===== src/rtl/mac_frame_scheduler.sv =====
// Round-robin scheduler that shares one frame generator among NUM_REQ
// requesters. It grants a pending request, starts the generator, waits for
// done under a watchdog, then holds off for a programmable inter-frame gap.
module mac_frame_scheduler #(
    parameter int NUM_REQ          = 4,
    parameter int PAYLOAD_MAX_SIZE = 1500,
    parameter int IFG_CYCLES       = 12,
    parameter int TIMEOUT_CYCLES   = 512
) (
    input  logic                       clk,
    input  logic                       i_rst,
    input  logic [NUM_REQ-1:0]         i_req,
    input  logic [NUM_REQ*16-1:0]      i_req_len,
    input  logic                       i_gen_done,
    output logic [NUM_REQ-1:0]         o_ack,
    output logic                       o_err,
    output logic                       o_gen_start,
    output logic [15:0]                o_gen_payload_length,
    output logic [$clog2(NUM_REQ)-1:0] o_gen_sel,
    output logic [7:0]                 o_gen_interrupt,
    output logic                       o_busy,
    output logic [31:0]                o_frame_count
);

    localparam int SEL_W = $clog2(NUM_REQ);
    localparam int WD_W  = $clog2(TIMEOUT_CYCLES);
    localparam int GAP_W = (IFG_CYCLES > 1) ? $clog2(IFG_CYCLES + 1) : 1;

    localparam logic [NUM_REQ-1:0] ACK_ONE = {{(NUM_REQ-1){1'b0}}, 1'b1};

    localparam logic [1:0] S_IDLE      = 2'd0;
    localparam logic [1:0] S_START     = 2'd1;
    localparam logic [1:0] S_WAIT_DONE = 2'd2;
    localparam logic [1:0] S_GAP       = 2'd3;

    // With a zero gap a finished frame drops straight back to IDLE.
    localparam logic [1:0] POST_FRAME = (IFG_CYCLES == 0) ? S_IDLE : S_GAP;

    logic [1:0]       state;
    logic [SEL_W-1:0] rr_ptr;
    logic [WD_W-1:0]  wd_cnt;
    logic [GAP_W-1:0] gap_cnt;

    logic             grant_valid;
    logic [SEL_W-1:0] grant_idx;
    logic [15:0]      grant_len;

    // Index arithmetic modulo NUM_REQ, which need not be a power of two.
    function automatic logic [SEL_W-1:0] wrap_add(input logic [SEL_W-1:0] base,
                                                  input int offset);
        int sum;
        sum = int'(base) + offset;
        if (sum >= NUM_REQ) sum = sum - NUM_REQ;
        return SEL_W'(sum);
    endfunction

    // Round-robin pick: first requesting index at or after rr_ptr.
    always_comb begin
        // NOTE: defaults ahead of the loop keep every path assigned, so no latch is inferred.
        grant_valid = 1'b0;
        grant_idx   = '0;
        for (int i = 0; i < NUM_REQ; i++) begin
            if (!grant_valid && i_req[wrap_add(rr_ptr, i)]) begin
                grant_valid = 1'b1;
                grant_idx   = wrap_add(rr_ptr, i);
            end
        end
    end

    assign grant_len = i_req_len[{grant_idx, 4'b0000} +: 16];

    // Busy decodes a register only, so it carries no input-to-output path.
    assign o_busy = (state != S_IDLE);

    // Scheduler FSM, watchdog and gap timers, and all registered outputs.
    always_ff @(posedge clk or posedge i_rst) begin
        if (i_rst) begin
            state                <= S_IDLE;
            rr_ptr               <= '0;
            wd_cnt               <= '0;
            gap_cnt              <= '0;
            o_ack                <= '0;
            o_err                <= 1'b0;
            o_gen_start          <= 1'b0;
            o_gen_payload_length <= '0;
            o_gen_sel            <= '0;
            o_gen_interrupt      <= 8'h00;
            o_frame_count        <= '0;
        end else begin
            // NOTE: state uses non-blocking assignment so every branch sees pre-edge values;
            // the pulse outputs default low here and are raised only in their one cycle.
            o_ack           <= '0;
            o_err           <= 1'b0;
            o_gen_start     <= 1'b0;
            o_gen_interrupt <= 8'h00;

            case (state)
                S_IDLE: begin
                    if (grant_valid) begin
                        o_gen_sel            <= grant_idx;
                        o_gen_payload_length <= grant_len;
                        rr_ptr               <= wrap_add(grant_idx, 1);
                        if (grant_len > 16'(PAYLOAD_MAX_SIZE)) begin
                            o_ack   <= ACK_ONE << grant_idx;
                            o_err   <= 1'b1;
                            gap_cnt <= GAP_W'(IFG_CYCLES);
                            state   <= POST_FRAME;
                        end else begin
                            o_gen_start <= 1'b1;
                            state       <= S_START;
                        end
                    end
                end

                S_START: begin
                    // The start cycle itself is the first cycle the watchdog counts.
                    wd_cnt <= WD_W'(1);
                    state  <= S_WAIT_DONE;
                end

                S_WAIT_DONE: begin
                    // Done is tested first so it wins a tie with watchdog expiry.
                    if (i_gen_done) begin
                        o_ack         <= ACK_ONE << o_gen_sel;
                        o_frame_count <= o_frame_count + 32'd1;
                        gap_cnt       <= GAP_W'(IFG_CYCLES);
                        state         <= POST_FRAME;
                    end else if (wd_cnt == WD_W'(TIMEOUT_CYCLES - 1)) begin
                        o_ack           <= ACK_ONE << o_gen_sel;
                        o_err           <= 1'b1;
                        o_gen_interrupt <= 8'hFF;
                        gap_cnt         <= GAP_W'(IFG_CYCLES);
                        state           <= POST_FRAME;
                    end else begin
                        wd_cnt <= wd_cnt + WD_W'(1);
                    end
                end

                S_GAP: begin
                    if (gap_cnt == GAP_W'(1)) begin
                        state <= S_IDLE;
                    end else begin
                        gap_cnt <= gap_cnt - GAP_W'(1);
                    end
                end

                default: state <= S_IDLE;
            endcase
        end
    end

endmodule


===== config.mk =====
export PLATFORM = sky130hd
export DESIGN_NAME = mac_frame_scheduler
export DESIGN_NICKNAME = d
export VERILOG_FILES = /design/src/rtl/mac_frame_scheduler.sv
export SDC_FILE = /design/constraint.sdc
export NUM_CORES = 1
export LEC_CHECK = 0
export ABC_AREA = 1
export ABC_CLOCK_PERIOD_IN_PS = 5400
export CAP_MARGIN = 20
export CORE_MARGIN = 2
export CORE_UTILIZATION = 35
export DETAILED_ROUTE_END_ITERATION = 12
export PLACE_DENSITY_LB_ADDON = 0.12
export RECOVER_POWER = 100
export SLEW_MARGIN = 20
export SYNTH_ARGS = -nofsm -noshare
export SYNTH_HDL_FRONTEND = slang
export SYNTH_SLANG_ARGS = --single-unit
export TNS_END_PERCENT = 10

===== constraint.sdc =====
create_clock -name clk -period 5.4 [get_ports clk]
set_clock_uncertainty 0.1 [all_clocks]
set_input_delay 0.81 -clock clk [delete_from_list [all_inputs] [get_ports clk]]
set_output_delay 0.81 -clock clk [all_outputs]
set_load 0.005 [all_outputs]

* After elaboration in Yosys (flattened, before gate mapping) *
Index checks and enable logic that the tools add are counted.
Widths: inputs -> output; s select.

word-level totals
  word-level logic and storage cells = 115
  output and inout bits = 65
  input port bits = 71
  bits in registers = 81

cells by class
  shift-type cells = 3
  mux-type cells = 52
  add/sub/neg operators = 12
  magnitude comparators = 10
  reductions and logical operators = 15
  eq/ne operators = 12

operator list
  operator               count
  $shiftx 64x7->16       1
  $mux 4                 9
  $add 32x1->32 const B  1
  $mux 2                 14
  $mux 8                 3
  $mux 9                 2
  $pmux 9 s2             1
  $gt 16x11->1 const B   1
  $mux 1                 15
  $ge 3x3->1 const B     4
  $lt 2x3->1 const B     4
  $ne 2x2->1 const B     6
  $pmux 4 s3             1
  $sub 2x1->2 const B    5
  $add 9x1->9 const B    1
  $eq 9x9->1 const B     1
  $bmux 1 s2             4
  $pmux 2 s4             1
  $pmux 4 s2             1
  $shl 1x2->4 const A    2
  $add 2x1->3 const B    2
  $add 2x2->3 const B    2
  $reduce_and 3->1       2
  $reduce_and 5->1       1
  other kinds (13)       20

* Longest topological paths before layout *
Gate-level depths: netlist (run 1).

  depth after elaboration = 19
  mapped depth = 24
  depth with buffers taken out = 22

* Worst setup path before layout (run 1) *
OpenSTA, ideal clock, no wires.

  kind = input-to-reg
  start = input i_gen_done
  end = register o_frame_count[30]
  library setup time = 0.123 ns
  setup slack = 2.732 ns
  buffers on the path = 0
  data required time = 5.177 ns
  stages = 16
  arrival = 2.445 ns
  cells stage by stage = nand2_2 > inv_2 > nand2_1 > nor2_1 > nand3_1 > nor2_1 > nand3_1 > nor3_2 > nand2_1 > nor2_2 > nand3_1 > nor2_1 > nand3_1 > nor2_1 > nand2_1 > xnor2_1

between the ends
  word-level cells in the longest chain between the ends = 1

ends and longest elaborated chain
  what                        RTL line  text
  start, declared             14        input logic i_gen_done,
  $reduce_and 2->1 (no line)  --
  end signal, assigned        125       o_frame_count <= o_frame_count + 32'd1;
  end, declared               22        output logic [31:0] o_frame_count

Every way passes these cells.
A chain may end at the register's enable or synchronous reset.

* Worst setup path in the final report (run 1) *
  start = input i_req[3]
  end = register o_ack[1]

between the ends
  word-level cells in the longest chain between the ends = 17
  elaborated cells between the ends (all ways) = 28
  classes of those cells = 1 x order compare; 2 x shift; 19 x mux; 6 x reduce/logical

ends and longest elaborated chain
  what                          RTL line  text
  start, declared               12        input logic [NUM_REQ-1:0] i_req,
  $bmux 1 s2                    63        if (!grant_valid && i_req[wrap_add(rr_ptr, i)]) begin
  $mux 1 (implied by the code)  63
  $mux 1                        63
  $logic_not 1->1               63
  $logic_and 1x1->1             63
  $mux 1                        63
  $logic_not 1->1               63
  $logic_and 1x1->1             63
  $mux 1                        63
  $logic_not 1->1               63
  $logic_and 1x1->1             63
  $mux 2                        63
  $shiftx 64x7->16              70        assign grant_len = i_req_len[{grant_idx, 4'b0000} +: 16];
  $gt 16x11->1                  103       if (grant_len > 16'(PAYLOAD_MAX_SIZE)) begin
  $mux 4                        103
  $mux 4 (*)                    99        if (grant_valid) begin
  $pmux 4 s2 (*)                97        case (state)
  end signal, assigned          104       o_ack <= ACK_ONE << grant_idx;
  end signal, assigned          124       o_ack <= ACK_ONE << o_gen_sel;
  end signal, assigned          129       o_ack <= ACK_ONE << o_gen_sel;
  end, declared                 15        output logic [NUM_REQ-1:0] o_ack,

Mark *: on every way between the ends. The rest lies on a longest branch, timed or not. The select of a mux whose other input is x is not followed.

==> reports/metrics.cfg, run 1 <==
[status]
status=finished, violations left
failed_checks=max-capacitance violations, max-slew violations

[pwr]
ir_worst_vdd_mv=0.611
powerDensity_mw_per_mm2=558
p_leak_nw=3.45
power_w=0.00365

[synth]
async_flop_share_pct=100
syn_area_mm2=0.00483
ys_seq_area_share_pct=38.4
synthCells=679
synth.most_common_cell=nand2_1
yosysWarnings=0
synthMuxAreaShare_pct=0
syn_nets=764
synth_area_per_cell_um2=7.11
synth_top_family_by_area=simple AND/OR/NAND/NOR gates
yosys.area_share.xor_xnor_pct=5.26
synth_fa_ha_area_share_pct=3.63
synth_top_area_share_pct=38.4
synth_cell_types=34
ys.flop_type=dfrtp_1
synth.largest_area_cell=dfrtp_1
synth_compound_area_share_pct=5.55
synthSimpleGateAreaFrac_pct=34.4
synth_area_leaders=dfrtp_1, nand2_1, inv_1, nand3_1, nand4_1
ys_ff_latch=74
synth_common_cells=nand2_1, inv_1, dfrtp_1
synth_edf_count=0

[setup_path]
max_stage_delay_ns=0.67
crit_family=simple AND/OR/NAND/NOR gates
critPathSlowestCell=inv_1
end_kind=flop
crit_top_cell=nand2_1
required_ns=5.50
crit_buf_inv=4
crit_path_max_fanout=25
critical_path.cell_chain=dlygate4sd3_1, inv_1, nand2_1, nand3_1, nand2_1, nor2_1, nand3_1, nand3_1, nand2_2, inv_1, nand3_1, nand2_1, inv_1, nor2_1, nand2_1, nor2_1, nand2_1, nand2_1, nor2_2, nand2_1, o21ai_0
critical_path_class=in -> reg
critPathArrivalTime_ns=4.34
cp-start-kind=primary input

[detailed_routing]
drt-pass1-iter-count=5
post_drt_wl_per_cell_um=13.0
drt-total-wl_mm=12.7
drc=0
postRouteAntennaNets=0
vias=4688
viasPerCell=4.78
first_iter_violations=282

[timing]
hold_violations=0
setup_violations=0
worstMarginPinSlew_ns=2.19
drv_slew=52
fmax_mhz=236
maxSlewHeadroom_pct=-46.5
hold_slack_ns=0.362
post-route-min-period_ns=4.24
rsz0062_at_grt=false
min_period_over_period_pct=78.4
final.setup.tns_ns=0

[die]
die_y_um=121
die-area_mm2=0.0147
initial_core_util_pct=36.2
die_w_um=121
core_area_mm2=0.0133
ios=136
rows=42

[place]
place.port_buffers=135
dp_hpwl_mm=9.78
place.gp.congestion=0.838

[cts]
path_clk_slew_ns=0.06
cts_inserted_buffers=9
cts.hold.buffers_added=0
clock_path_buffers=2
root_buffer=clkbuf_16
cts_tree=done
cts_setup_buffers=0
htree_num_levels=3
post_cts_resized=0
clock_sinks=74
clock_latency_ns=0.33

[finish]
num_antenna_cells=0
layout-drive-gt1-share_pct=3.61
final_nets=884
area_growth_pct=35.7

[global_routing]
grt_pass1_vias=4529
antenna_found_initial=0
grt_pass1_wl_mm=21.2
overflow=0
grt_max_degree=52
grt_usage_pct=17.8

[flow_run]
drv_cap=1

[hold_path]
hp-class=reg -> reg

-- logic make-up after synthesis --
group | Yosys count
flops | 74
simple gates | 368
compound gates | 50
buf+inv | 144
fa+ha+maj | 14
xor+xnor | 29
-- worst paths after layout --
check	start	to	slack, ns	cells after the start
min reg2reg	o_frame_count[31]$_DFFE_PP0P_	o_frame_count[31]$_DFFE_PP0P_	0.36	1
max in group asynchronous	i_rst	state[1]$_DFFE_PP0P_	1.79	3
max	i_req[3]	o_ack[1]$_DFF_PP0_	1.16	21
min	o_frame_count[31]$_DFFE_PP0P_	o_frame_count[31]$_DFFE_PP0P_	0.36	1
min in group asynchronous	i_rst	o_frame_count[20]$_DFFE_PP0P_	1.42	2
max reg2reg	rr_ptr[0]$_DFFE_PP0P_	o_ack[1]$_DFF_PP0_	1.54	21
-- cell type report --
| cell class | count | area, um^2 |
|---|---|---|
| clock inverters | 4 | 98.8 |
| well taps | 176 | 220 |
| fillers | 1334 | 6800 |
| repair buffers | 136 | 1360 |
| flip-flops and latches | 74 | 1850 |
| multi-input cells | 461 | 2330 |
| clock buffers | 12 | 246 |
| inverters | 117 | 443 |
-- power breakdown --
group,internal (W),switching [W],leakage [nW]
clock,0.000465,0.000219,0.167
combinational,0.000740,0.00141,2.36
sequential,0.000707,0.000115,0.917
total,0.00191,0.00174,3.45
-- layout by cell type, fill, tap and decap left out, types with 9 or more instances in the layout --
cell	instances
inv_1	112
clkdlybuf4s50_1	67
ha_1	14
dlygate4sd3_1	68
nand4_1	36
clkbuf_16	9
a21oi_1	11
o21ai_0	28
nand2_1	188
xor2_1	21
nand3_1	59
dfrtp_1	74
nor2_1	55
nor3_1	11
-- registers in the layout (all words and copies together), names as in the netlist, 2 cells and up --
signal	count
o_frame_count	32
o_gen_payload_length	16
wd_cnt	9
gap_cnt	4
o_ack	4
o_gen_sel	2
rr_ptr	2
state	2
-- metal layers --
| metal | wire length (um) | vias up | global-route usage (%) |
|---|---|---|---|
| met5 | 0 | - | 0 |
| met4 | 287 | 0 | 7.04 |
| met3 | 590 | 23 | 2.77 |
| met2 | 5860 | 147 | 27.9 |
| met1 | 5990 | 2136 | 24.6 |
| li1 | - | 2382 | - |
-- through the flow --
stage	cells	cell area [um^2]	setup WS, ns	utilization, %
2_1_floorplan	679	4830	2.61	-
3_3_place_gp	964	6230	1.34	46.7
3_5_place_dp	964	6230	1.22	46.7
4_1_cts	980	6580	1.57	49.3
5_1_grt	980	6550	0.578	49.1
6_report	980	6550	1.16	49.1
(Power assumes the default switching activity.)
==> inputs of run 2 (changes only) <==
Settings changed: ABC_CLOCK_PERIOD_IN_PS 5400 to 3450.
Clock period 5.4 ns to 3.45 ns, I/O delays scaled along.
==> run 2 against run 1 <==
  * The flow still finishes with violations (max-capacitance violations, max-slew violations)
  * Cell count up 0.92%
  * Clock power up 58%
  * Worst setup slack got worse by 0.85 ns
  * Cell area increased by 1.3%
  * Critical path type unchanged
  * Highest routed layer unchanged
==> reports/metrics.cfg, run 2 (synthesis results as in run 1) <==
[die]
core_area_mm2=0.0133  ; unchanged
ios=136  ; unchanged
die_w_um=121  ; unchanged
rows=42  ; unchanged
die-area_mm2=0.0147  ; unchanged
initial_core_util_pct=36.2  ; unchanged
die_y_um=121  ; unchanged

[finish]
final_common_cell=nand2_1
top_register=o_frame_count
top_regs=o_frame_count: 32 flops, o_gen_payload_length: 16 flops, wd_cnt: 9 flops
layout-drive-gt1-share_pct=4.92  ; +1.3 points
num_antenna_cells=0  ; unchanged
area_growth_pct=37.5
final_nets=893  ; +1.0%
final_cell_mix=nand2_1, inv_1, dfrtp_1, clkdlybuf4s50_1, dlygate4sd3_1
largest_reg_flops=32  ; unchanged
utilization_pct=49.7  ; +0.63 points

[global_routing]
grt_pass1_wl_mm=21.7  ; +2.5%
grt_pass1_vias=4640  ; +2.5%
antenna_found_initial=0  ; unchanged
grt_usage_pct=18.5  ; +0.70 points
grt_max_degree=37  ; -29%
overflow=0  ; unchanged

[timing]
fmax_mhz=319
maxSlewHeadroom_pct=-0.140  ; +46 points
post-route-min-period_ns=3.14
min_period_over_period_pct=90.9
fin_ws_ns=0.313  ; -0.852 ns
setup_violations=0  ; unchanged
rsz0062_at_grt=false
worstMarginPinSlew_ns=1.50  ; -0.684 ns
drv_slew=28  ; -46%
final.setup.tns_ns=0  ; unchanged
hold_violations=0  ; unchanged

[cts]
clock_latency_ns=0.33  ; about the same
root_buffer=clkbuf_16
cts_setup_buffers=0  ; unchanged
htree_num_levels=3  ; unchanged
cts.hold.buffers_added=0  ; unchanged
path_clk_slew_ns=0.06  ; about the same
post_cts_resized=0  ; unchanged
cts_tree=done
clock_sinks=74  ; unchanged
cts_inserted_buffers=9  ; unchanged
clock_path_buffers=2  ; unchanged

[pwr]
power_w=0.00584  ; +60%
powerDensity_mw_per_mm2=880  ; +58%
ir_worst_vdd_mv=0.620  ; +1.5%
p_leak_nw=3.48  ; +1.0%

[setup_path]
reg2reg_from=rr_ptr[0]$_DFFE_PP0P_
required_ns=3.56  ; -1.94 ns
r2r_end=o_ack[1]$_DFF_PP0_
critPathArrivalTime_ns=3.25  ; -1.09 ns
end_kind=flop
cp-start-kind=primary input
critical_path_class=in -> reg
crit_path_max_fanout=4  ; -84%
r2r_cells=20  ; -4.8%
reg2reg_setup_slack_ns=0.42  ; -1.12 ns

[detailed_routing]
viasPerCell=4.75  ; -0.78%
vias=4694  ; +0.13%
first_iter_violations=294  ; +4.3%
drc=0  ; unchanged
drt-total-wl_mm=12.9  ; +1.3%
drt-pass1-iter-count=4  ; -1
postRouteAntennaNets=0  ; unchanged
post_drt_wl_per_cell_um=13.0  ; +0.36%

[hold_path]
hp-class=reg -> reg
holdPathEnd=o_frame_count[31]$_DFFE_PP0P_
worstHoldPathCells=1  ; unchanged
hp-start=o_frame_count[31]$_DFFE_PP0P_

[place]
dp_hpwl_mm=10.2  ; +4.7%
place_ws_ns=0.0905  ; -1.13 ns
place.port_buffers=135  ; unchanged
place.gp.congestion=0.866  ; +3.2%

[flow_run]
drv_cap=1  ; unchanged

[status]
status=finished, violations left
failed_checks=max-capacitance violations, max-slew violations

==> run 2: layout make-up <==
class,count,area (um^2)
Clock buffer,10,229
Clock inverter,6,114
Fill cell,1329,6710
Inverter,117,442
Multi-Input combinational cell,461,2350
Sequential cell,74,1850
Tap cell,176,220
Timing Repair Buffer,145,1430
==> run 2: how the worst max path moves through the flow <==
| stage | start | endpoint | slack, ns | cells after the start |
|---|---|---|---|---|
| after CTS | rr_ptr[0]$_DFFE_PP0P_ | gap_cnt[2]$_DFFE_PP0P_ | 0.43 | 20 |
| final | i_gen_done | o_frame_count[30]$_DFFE_PP0P_ | 0.31 | 17 |
| after detailed placement | i_gen_done | o_frame_count[30]$_DFFE_PP0P_ | 0.09 | 17 |
| after global placement | i_gen_done | o_frame_count[30]$_DFFE_PP0P_ | 0.10 | 17 |
| after floorplan | state[0]$_DFFE_PP0P_ | o_frame_count[30]$_DFFE_PP0P_ | 0.85 | 18 |
| after global routing | rr_ptr[0]$_DFFE_PP0P_ | o_ack[3]$_DFF_PP0_ | 0.02 | 20 |
==> run 2: report_power, final <==
| group | switching (W) | internal [W] | total (W) | leakage, nW |
|---|---|---|---|---|
| clock network | 0.000366 | 0.000709 | 0.00108 | 0.159 |
| logic | 0.00221 | 0.00127 | 0.00347 | 2.41 |
| registers | 0.000187 | 0.00111 | 0.00129 | 0.917 |
==> run 2: critical path: stages <==
cell	delay, ns
dlygate4sd3_1	0.66
nand2_1	0.12
inv_1	0.13
nand2_1	0.09
nor2_1	0.14
nand3_1	0.13
nor2_1	0.20
nand3_1	0.13
nor3_2	0.16
nand2_1	0.10
nor2_2	0.14
nand3_1	0.14
nor2_1	0.13
nand3_1	0.08
nor2_1	0.16
nand2_1	0.09
xnor2_1	0.14
==> run 2: routing by layer <==
layer  track usage (%)  vias up  share of wire [%]
met3              4.70       18                6.5
li1                  -     2404                  -
met2              30.3      143                 46
met1              23.5     2129                 45
met5                 0        -                  0
met4              6.90        0                2.3
==> run 2: stage by stage <==
stage	std cells	hold WS [ns]	area, um^2
finish	989	0.369	6630
global route	989	0.394	6630
CTS	989	0.373	6650
detailed placement	973	0.359	6310
global placement	973	0.355	6310
floorplan	679	0.342	4830
